$ cat src/rtl/spi_clk_pkg.sv
`default_nettype none
// ============================================================================
//  spi_clk_pkg
//  Shared state encoding and phase-length helper for the SPI SCLK generator.
//  Revision: 1.0
// ============================================================================
package spi_clk_pkg;

    typedef enum logic [1:0] {
        IDLE = 2'd0,
        PH_A = 2'd1,
        PH_B = 2'd2
    } state_t;

    localparam int DIV_MIN = 2;

    typedef struct packed {
        logic [31:0] a;
        logic [31:0] b;
    } phase_len_t;

    // Phase A takes the odd cycle so the idle-level half is never the shorter one.
    function automatic phase_len_t phase_len(input logic [31:0] n);
        phase_len_t r;
        r.b = n >> 1;
        r.a = n - r.b;
        return r;
    endfunction

endpackage
`default_nettype wire

$ cat src/rtl/spi_phase_cnt.sv
`default_nettype none
// ============================================================================
//  spi_phase_cnt
//  Loadable down counter that stops at 1 and flags its terminal count.
//  Revision: 1.0
// ============================================================================
module spi_phase_cnt
    import spi_clk_pkg::*;
#(
    parameter int WIDTH = 8
) (
    input  logic             i_clk,
    input  logic             i_rst,
    input  logic             i_en,
    input  logic             i_load,
    input  logic [WIDTH-1:0] i_load_val,
    output logic             o_tc
);

    localparam logic [WIDTH-1:0] c_one = WIDTH'(1);

    logic [WIDTH-1:0] r_cnt;

    // Saturates at 1 (and sits at 0 after reset) so an idle counter never wraps.
    always_ff @(posedge i_clk) begin
        if (i_rst) begin
            r_cnt <= '0;
        end else if (i_en) begin
            if (i_load) begin
                r_cnt <= i_load_val;
            end else if (r_cnt > c_one) begin
                r_cnt <= r_cnt - c_one;
            end
        end
    end

    assign o_tc = (r_cnt == c_one);

endmodule
`default_nettype wire

$ cat src/rtl/spi_sclk_gen.sv
`default_nettype none
// ============================================================================
//  spi_sclk_gen
//  Programmable-ratio SPI serial clock with CPOL, bounded bursts and edge strobes.
//  Revision: 1.0
// ============================================================================
module spi_sclk_gen
    import spi_clk_pkg::*;
#(
    parameter int DIV_W = 8,
    parameter int CNT_W = 6
) (
    input  logic             i_clk,
    input  logic             i_rst,
    input  logic             i_en,
    input  logic [DIV_W-1:0] i_div,
    input  logic             i_cpol,
    input  logic             i_start,
    input  logic [CNT_W-1:0] i_nbits,
    output logic             o_sclk,
    output logic             o_lead,
    output logic             o_trail,
    output logic             o_busy,
    output logic             o_done
);

    localparam logic [DIV_W-1:0] c_div_min = DIV_W'(DIV_MIN);
    localparam logic [CNT_W:0]   c_one     = (CNT_W+1)'(1);

    state_t           r_state, w_state_nxt;
    logic [DIV_W-1:0] r_a, r_b;
    logic             r_cpol;
    logic [CNT_W:0]   r_pulses;
    logic             r_sclk, r_lead, r_trail, r_busy, r_done;

    logic [DIV_W-1:0] w_n_in, w_a_in, w_b_in, w_load_val;
    logic [CNT_W:0]   w_nbits_in;
    phase_len_t       w_len;
    logic             w_load, w_tc, w_accept, w_pulse_dec;
    logic             w_sclk_nxt, w_lead_nxt, w_trail_nxt, w_busy_nxt, w_done_nxt;

    assign w_n_in     = (i_div < c_div_min) ? c_div_min : i_div;
    assign w_len      = phase_len(32'(w_n_in));
    assign w_a_in     = DIV_W'(w_len.a);
    assign w_b_in     = DIV_W'(w_len.b);
    assign w_nbits_in = (i_nbits == '0) ? {1'b1, {CNT_W{1'b0}}} : {1'b0, i_nbits};

    spi_phase_cnt #(
        .WIDTH      (DIV_W)
    ) u_phase_cnt (
        .i_clk      (i_clk),
        .i_rst      (i_rst),
        .i_en       (i_en),
        .i_load     (w_load),
        .i_load_val (w_load_val),
        .o_tc       (w_tc)
    );

    always_ff @(posedge i_clk) begin
        if (i_rst) begin
            r_state <= IDLE;
        end else begin
            r_state <= w_state_nxt;
        end
    end

    // Next-state and next-output logic; a disabled cycle holds everything but strobes.
    always_comb begin
        w_state_nxt = r_state;
        w_load      = 1'b0;
        w_load_val  = r_a;
        w_accept    = 1'b0;
        w_pulse_dec = 1'b0;
        w_sclk_nxt  = r_sclk;
        w_lead_nxt  = 1'b0;
        w_trail_nxt = 1'b0;
        w_busy_nxt  = r_busy;
        w_done_nxt  = 1'b0;
        if (i_en) begin
            case (r_state)
                IDLE: begin
                    w_sclk_nxt = i_cpol;
                    if (i_start) begin
                        w_accept    = 1'b1;
                        w_state_nxt = PH_A;
                        w_load      = 1'b1;
                        w_load_val  = w_a_in;
                        w_busy_nxt  = 1'b1;
                    end
                end
                PH_A: begin
                    if (w_tc) begin
                        w_state_nxt = PH_B;
                        w_load      = 1'b1;
                        w_load_val  = r_b;
                        w_sclk_nxt  = ~r_cpol;
                        w_lead_nxt  = 1'b1;
                    end
                end
                PH_B: begin
                    if (w_tc) begin
                        w_trail_nxt = 1'b1;
                        w_sclk_nxt  = r_cpol;
                        if (r_pulses != c_one) begin
                            w_state_nxt = PH_A;
                            w_load      = 1'b1;
                            w_load_val  = r_a;
                            w_pulse_dec = 1'b1;
                        end else begin
                            w_state_nxt = IDLE;
                            w_busy_nxt  = 1'b0;
                            w_done_nxt  = 1'b1;
                        end
                    end
                end
                default: begin
                    w_state_nxt = IDLE;
                    w_busy_nxt  = 1'b0;
                end
            endcase
        end
    end

    always_ff @(posedge i_clk) begin
        if (i_rst) begin
            r_sclk   <= 1'b0;
            r_lead   <= 1'b0;
            r_trail  <= 1'b0;
            r_busy   <= 1'b0;
            r_done   <= 1'b0;
            r_a      <= '0;
            r_b      <= '0;
            r_cpol   <= 1'b0;
            r_pulses <= '0;
        end else begin
            r_sclk  <= w_sclk_nxt;
            r_lead  <= w_lead_nxt;
            r_trail <= w_trail_nxt;
            r_busy  <= w_busy_nxt;
            r_done  <= w_done_nxt;
            if (w_accept) begin
                r_a      <= w_a_in;
                r_b      <= w_b_in;
                r_cpol   <= i_cpol;
                r_pulses <= w_nbits_in;
            end else if (w_pulse_dec) begin
                r_pulses <= r_pulses - c_one;
            end
        end
    end

    assign o_sclk  = r_sclk;
    assign o_lead  = r_lead;
    assign o_trail = r_trail;
    assign o_busy  = r_busy;
    assign o_done  = r_done;

endmodule
`default_nettype wire

$ cat config.mk
export PLATFORM = sky130hd
export DESIGN_NAME = spi_sclk_gen
export DESIGN_NICKNAME = d
export VERILOG_FILES = /design/src/rtl/spi_clk_pkg.sv /design/src/rtl/spi_phase_cnt.sv /design/src/rtl/spi_sclk_gen.sv
export SDC_FILE = /design/constraint.sdc
export NUM_CORES = 1
export LEC_CHECK = 0
export CELL_PAD_IN_SITES_DETAIL_PLACEMENT = 1
export CELL_PAD_IN_SITES_GLOBAL_PLACEMENT = 1
export CORE_MARGIN = 2
export CORE_UTILIZATION = 40
export DETAILED_ROUTE_END_ITERATION = 6
export HOLD_SLACK_MARGIN = 0.15
export PLACE_DENSITY = 0.8
export SKIP_LAST_GASP = 1
export SYNTH_ARGS = -nofsm -noshare
export SYNTH_HDL_FRONTEND = slang
export SYNTH_SLANG_ARGS = --single-unit
$ cat constraint.sdc
create_clock -name i_clk -period 4.2 [get_ports i_clk]
set_input_delay 0.42 -clock i_clk [delete_from_list [all_inputs] [get_ports i_clk]]
set_output_delay 0.42 -clock i_clk [all_outputs]
set_load 0.02 [all_outputs]
# After elaboration in Yosys (flattened, before gate mapping)
# Cells that the tools add are included.
[word_totals]
regBits = 38
input_bits = 19
out_inout_bits = 5
wordCells = 73
[classes]
n_addsub = 3
order_cmp = 2
eq_ne = 8
mux = 32
n_bitwise = 5
reduce_logical = 12
[op_table]
columns = ["operator", "count"]
rows = [
  ["$mux W8", 5],
  ["$mux W7", 3],
  ["$mux W1", 16],
  ["$pmux W8 S2", 1],
  ["$pmux W1 S3", 3],
  ["$eq A8 B1 Y1 const B", 1],
  ["$gt A8 B1 Y1 const B", 1],
  ["$lt A8 B2 Y1 const B", 1],
  ["$reduce_and A4 Y1", 2],
  ["$sub A8 B1 Y8 const B", 1],
  ["$sub A8 B7 Y8", 1],
  ["$ne A7 B1 Y1 const B", 1],
  ["$sub A7 B1 Y7 const B", 1],
  ["$logic_not A6 Y1", 1],
  ["$mux W2", 3],
  ["$pmux W2 S3", 1],
  ["$reduce_or A3 Y1", 2],
  ["$not A1 Y1", 5],
  ["$reduce_and A5 Y1", 1],
  ["$ne A2 B1 Y1 const B", 2],
  ["$ne A2 B2 Y1 const B", 2],
  ["$reduce_bool A2 Y1", 2],
  ["$reduce_or A4 Y1", 1],
  ["$reduce_bool A3 Y1", 1],
  ["other kinds (4)", 4],
]

# Logic depth before layout (Yosys ltp)
[depth]
depth_word = 7
depth_mapped = 13
ltp_nobuf = 13

# Modules after synthesis
# From an unflattened synthesis, not the netlist that was laid out.
[unflattened]
cells_unflattened = 328
area_unflattened_um2 = 2557.5
[by_module_without_submodules]
columns = ["module", "instances", "cells_each", "area_per_inst_um2", "seq_area_each_um2"]
rows = [
  ["spi_sclk_gen", 1, 258, 1998.2, 600.6],
  ["spi_phase_cnt", 1, 70, 559.3, 160.2],
]

# Least setup slack after synthesis
# No wires, ideal clock.
[synth_path]
kind = "input -> register"
start = "input port i_div[7]"
end = "register u_phase_cnt.r_cnt[4]"
setup_time_ns = 0.131
arrival_ns = 2.693
path_slack_ns = 1.376
stages = 13
n_path_buf = 0
cell_sequence = "inv_1 -> ha_1 -> nor4b_1 -> nand3_1 -> nand2b_1 -> ha_1 -> inv_1 -> fa_1 -> nor2b_1 -> o211ai_1 -> xor2_1 -> a222oi_1 -> a21boi_0"
[synth_rtl]
columns = ["item", "line", "source"]
rows = [
  ["start, declared", "spi_sclk_gen.sv:16", "input logic [DIV_W-1:0] i_div,"],
  ["end signal, assigned", "spi_phase_cnt.sv:30", "r_cnt <= i_load_val;"],
  ["end signal, assigned", "spi_phase_cnt.sv:32", "r_cnt <= r_cnt - c_one;"],
  ["end, declared", "spi_phase_cnt.sv:22", "logic [WIDTH-1:0] r_cnt;"],
]

==> out/summary.md <==
Status
* completed — status

Detailed routing
* 0 — DRC viols
* 7.26 mm — wirelength, routed
* 3.46 mm — total length of routed met2 wires
* 181 um — Met3 Routed Length
* 5.89 — Avg Vias per Cell
* met4 — highest routed layer
* 0 — post-detailed-route count of antenna-violating nets
* 2516 — Via Count
* 76 — number of violations reported at the end of detailed-routing iteration 0
* 17.0 um — Avg WL per Cell
* 3.51 mm — met1 WL
* 4 — Initial DRT Pass Iterations

Power and ir drop
* 0.150 mV — largest vdd supply drop
* 1.16 nW — static leakage
* 400 nW/um2 — power density over cell area

Cells and area
* 8.86% — proportion of layout cells with a drive suffix above 1
* 13.2% — area overhead of the layout relative to synthesis
* 0 — diode count
* 47.3% — final core utilization
* 780 — fillers
* 384 — # nets final
* 3020 um2 — final design instance area without fill
* 427 — non-filler instance count after layout

Clock network
* 2 — htree depth
* 90 ps — clock transition time at the flip-flop clock pins of the worst setup and hold paths
* sky130_fd_sc_hd__clkbuf_8 — CTS Root Cell
* 300 ps — clock latency on the worst-skew pair
* 0 — Resized cells post-CTS
* 5 — total clock buffers created by CTS
* 2 — maximum clock path buffer count
* done — TritonCTS clock tree
* 38 — clock net sink count
* 0 — hold bufs inserted after CTS
* 0 — number of setup buffers added after CTS

Place
* 2930 um2 — Placed Instance Area
* 5.65 mm — dpl hpwl
* 23 — number of port buffers
* 0.816 — GPL Wtd Cong
* 419 — cell count after placement

Critical path
* simple AND/OR/NAND/NOR gates — Crit path max-delay family
* 460 ps — Worst path max stage delay
* 8 — largest fanout of any net on the critical path
* flop — CP endpoint kind
* primary input to flop — Worst Path Class, Setup
* 14 — number of gates on the worst path with buffers counted
* 3590 ps — arrival time of the worst setup path
* clkdlybuf4s50_1 > inv_1 > ha_1 > nor4b_1 > nand3_1 > nand2b_1 > ha_1 > inv_1 > fa_1 > nor2b_1 > o211ai_1 > a21oi_1 > o21ai_0 > a311oi_1 — crit path cell chain
* 7 — path depth of the worst reg2reg path
* sky130_fd_sc_hd__clkdlybuf4s50_1 — slowest stage cell, crit path
* primary input — nature of the critical path startpoint
* 4400 ps — required time at the endpoint of the critical path
* 3 — worst path buffer plus inverter count

Logic synthesis
* 24.0% — compound-gate portion of the synthesized area
* sky130_fd_sc_hd__dfxtp_1 — most instantiated flip-flop cell in the synthesis netlist
* 370 — Net Count, Synth
* 335 — Gate Count Post-Synth
* 0 — number of enable flip-flop cells after synthesis
* 7.79% — fraction of the mapped netlist area in adder cells
* 6.38% — multiplexer share of the synthesized area
* 28.5% — share of the yosys chip area belonging to registers
* 3.28% — xor/xnor cell area share of the yosys netlist
* 23.9% — simple-gate share of the synthesized area
* 7.96 um2 — Syn Area/Cell
* 0 — yosys synthesis warning count
* 38 — number of storage elements in the synthesis netlist
* compound AO/OA/AOI/OAI gates — main combinational cell family by area after synthesis
* 0% — fraction of registers with async set or reset after synthesis
* 2670 um2 — synthesized cell area
* 58 — post-synth cell types

Floorplan
* 41.8% — effective utilization at floorplan
* 7340 um2 — Die ar.
* 85.7 um — die span in y
* 6390 um2 — placeable core region
* 85.7 um — Chip Width
* 29 — # rows
* 24 — I/O Pins

Min path
* 2 — WHS Path Cells
* flop to flop — Tightest Hold Check Type

Timing
* 12.1 ps — Worst Clk Skew
* 0.294 GHz — timing-limited maximum frequency
* 44.9% — worst slew slack as a fraction of its limit
* 0 — number of setup violations in the final report
* 820 ps — worst-margin pin slew
* 0 ps — Setup TNS Final
* 0 — Final Hold Viols
* 80.9% — final cycle utilization of the critical path
* 0 — pins over their slew limit
* 3400 ps — final critical delay including setup and external delays
* no — RSZ-0062 raised after global routing

Global routing
* 0 — initial antenna violation count
* 21.1% — GRT Total Usage
* 2572 — vias in the first global route
* 12.6 mm — global-route wire length before repair
* 26 — maximum number of pins on one net before global-route repair
* 0 — overall overflow remaining after global route

Job
* 0 — Maximum Capacitance Violations

## cells in the mapped netlist (2+ instances only)
cell | n | area share [%]
sky130_fd_sc_hd__mux2_2 | 8 | 3.4
sky130_fd_sc_hd__a211oi_1 | 10 | 2.8
sky130_fd_sc_hd__buf_6 | 2 | 0.84
sky130_fd_sc_hd__nand2b_1 | 3 | 0.70
sky130_fd_sc_hd__or3_1 | 3 | 0.70
sky130_fd_sc_hd__nand2_1 | 34 | 4.8
sky130_fd_sc_hd__a221oi_1 | 5 | 1.6
sky130_fd_sc_hd__and2_1 | 2 | 0.47
sky130_fd_sc_hd__nand3b_1 | 2 | 0.56
sky130_fd_sc_hd__o21a_1 | 3 | 0.84
sky130_fd_sc_hd__xor2_1 | 2 | 0.66
sky130_fd_sc_hd__o32ai_1 | 2 | 0.66
sky130_fd_sc_hd__nand4_1 | 2 | 0.47
sky130_fd_sc_hd__o211ai_1 | 3 | 0.84
sky130_fd_sc_hd__xnor2_1 | 8 | 2.6
sky130_fd_sc_hd__and3_1 | 4 | 0.94
sky130_fd_sc_hd__o21ai_0 | 8 | 1.5
sky130_fd_sc_hd__clkbuf_1 | 16 | 2.3
sky130_fd_sc_hd__nor2b_1 | 4 | 0.94
sky130_fd_sc_hd__a21o_1 | 3 | 0.84
sky130_fd_sc_hd__nor3b_1 | 3 | 0.84
sky130_fd_sc_hd__mux2i_1 | 8 | 3.0
sky130_fd_sc_hd__a21oi_1 | 29 | 5.4
sky130_fd_sc_hd__nor4_1 | 3 | 0.70
sky130_fd_sc_hd__nand3_1 | 8 | 1.5
sky130_fd_sc_hd__or2_2 | 2 | 0.47
sky130_fd_sc_hd__dfxtp_1 | 38 | 29
sky130_fd_sc_hd__a31oi_1 | 5 | 1.2
sky130_fd_sc_hd__ha_1 | 15 | 7.0
sky130_fd_sc_hd__a311oi_1 | 6 | 2.0
sky130_fd_sc_hd__o31ai_1 | 2 | 0.56
sky130_fd_sc_hd__nor3_1 | 11 | 2.1
sky130_fd_sc_hd__inv_1 | 20 | 2.8
sky130_fd_sc_hd__nor2_1 | 37 | 5.2
## worst register-to-register path, delay by kind of cell (launching register included)
| kind | cells | cell delay, ps |
|---|---|---|
| AOI/OAI and AO/OA | 3 | 950 |
| adders and majority gates | 1 | 650 |
| muxes | 1 | 380 |
| DFF | 1 | 340 |
| and+or+nand+nor | 1 | 180 |
| buffers and inverters | 1 | 90 |
## kinds of logic after synthesis
family / Yosys count
buffers and inverters: 39
flip-flops: 38
XOR/XNOR: 10
adder cells (fa/ha/maj): 16
AND/OR/NAND/NOR: 126
multiplexers: 16
AO/OA/AOI/OAI: 90
## state kept, by name, summed over array words and instances, names as in the netlist
| signal | flops |
|---|---|
| r_a | 8 |
| r_pulses | 7 |
| o_lead | 1 |
| r_state | 2 |
| o_trail | 1 |
| r_b | 7 |
| u_phase_cnt.r_cnt | 8 |
| o_busy | 1 |
| o_done | 1 |
| r_cpol | 1 |
| o_sclk | 1 |
## layout by cell type, fill, tap and decap left out, types with 4 or more instances in the layout
| master | instances |
|---|---|
| sky130_fd_sc_hd__dfxtp_1 | 38 |
| sky130_fd_sc_hd__nor2_1 | 37 |
| sky130_fd_sc_hd__nand2_1 | 34 |
| sky130_fd_sc_hd__a21oi_1 | 29 |
| sky130_fd_sc_hd__clkdlybuf4s50_1 | 23 |
| sky130_fd_sc_hd__inv_1 | 20 |
| sky130_fd_sc_hd__ha_1 | 15 |
| sky130_fd_sc_hd__nor3_1 | 11 |
| sky130_fd_sc_hd__a211oi_1 | 10 |
| sky130_fd_sc_hd__nand3_1 | 8 |
| sky130_fd_sc_hd__mux2_2 | 8 |
| sky130_fd_sc_hd__xnor2_1 | 8 |
| sky130_fd_sc_hd__mux2i_1 | 8 |
| sky130_fd_sc_hd__o21ai_0 | 8 |
| sky130_fd_sc_hd__a311oi_1 | 6 |
| sky130_fd_sc_hd__clkbuf_8 | 6 |
| sky130_fd_sc_hd__a31oi_1 | 5 |
| sky130_fd_sc_hd__a221oi_1 | 5 |
| sky130_fd_sc_hd__nor2b_1 | 4 |
| sky130_fd_sc_hd__and3_1 | 4 |
## layer usage
layer  global-route usage [%]  vias to the layer above
li1                         -                     1242
met1                     27.6                     1225
met2                     36.3                       39
met3                     2.50                       10
met4                     6.35                        0
met5                        0                        -
## where the power goes
group | switching (W) | leakage [nW] | internal (W) | total [W]
combinational | 0.000285 | 0.799 | 0.000203 | 0.000488
sequential | 0.0000474 | 0.311 | 0.000402 | 0.000450
clock | 0.000139 | 0.0482 | 0.000133 | 0.000272
total | 0.000471 | 1.16 | 0.000738 | 0.00121
## worst paths after layout
| kind | endpoint | slack [ps] | start |
|---|---|---|---|
| setup / recovery | u_phase_cnt.r_cnt[6] | 800 | i_div[7] |
| hold / removal | r_b[3] | 460 | r_b[3] |
| setup reg to reg | u_phase_cnt.r_cnt[6] | 1510 | r_state[1] |
| hold reg to reg | r_b[3] | 460 | r_b[3] |
## stage by stage
stage               worst slack, ps  total power (W)  hold WS (ps)
floorplan                      1380         0.000826           433
global placement                692         0.000929           445
detailed placement              484         0.000944           454
CTS                             799          0.00122           465
global route                    442          0.00129           485
finish                          804          0.00121           464
## area by class of cell
cell class,instances,area [um2],area share [%]
clock buffer,7,86.3,2.86
clock inverter,1,5.00,0.166
inverter,20,75.1,2.49
multi-input combinational,258,1740,57.7
sequential,38,761,25.2
tap,77,96.3,3.19
timing repair buffer,26,253,8.37
Note: power is estimated with default switching activity, not from simulation.
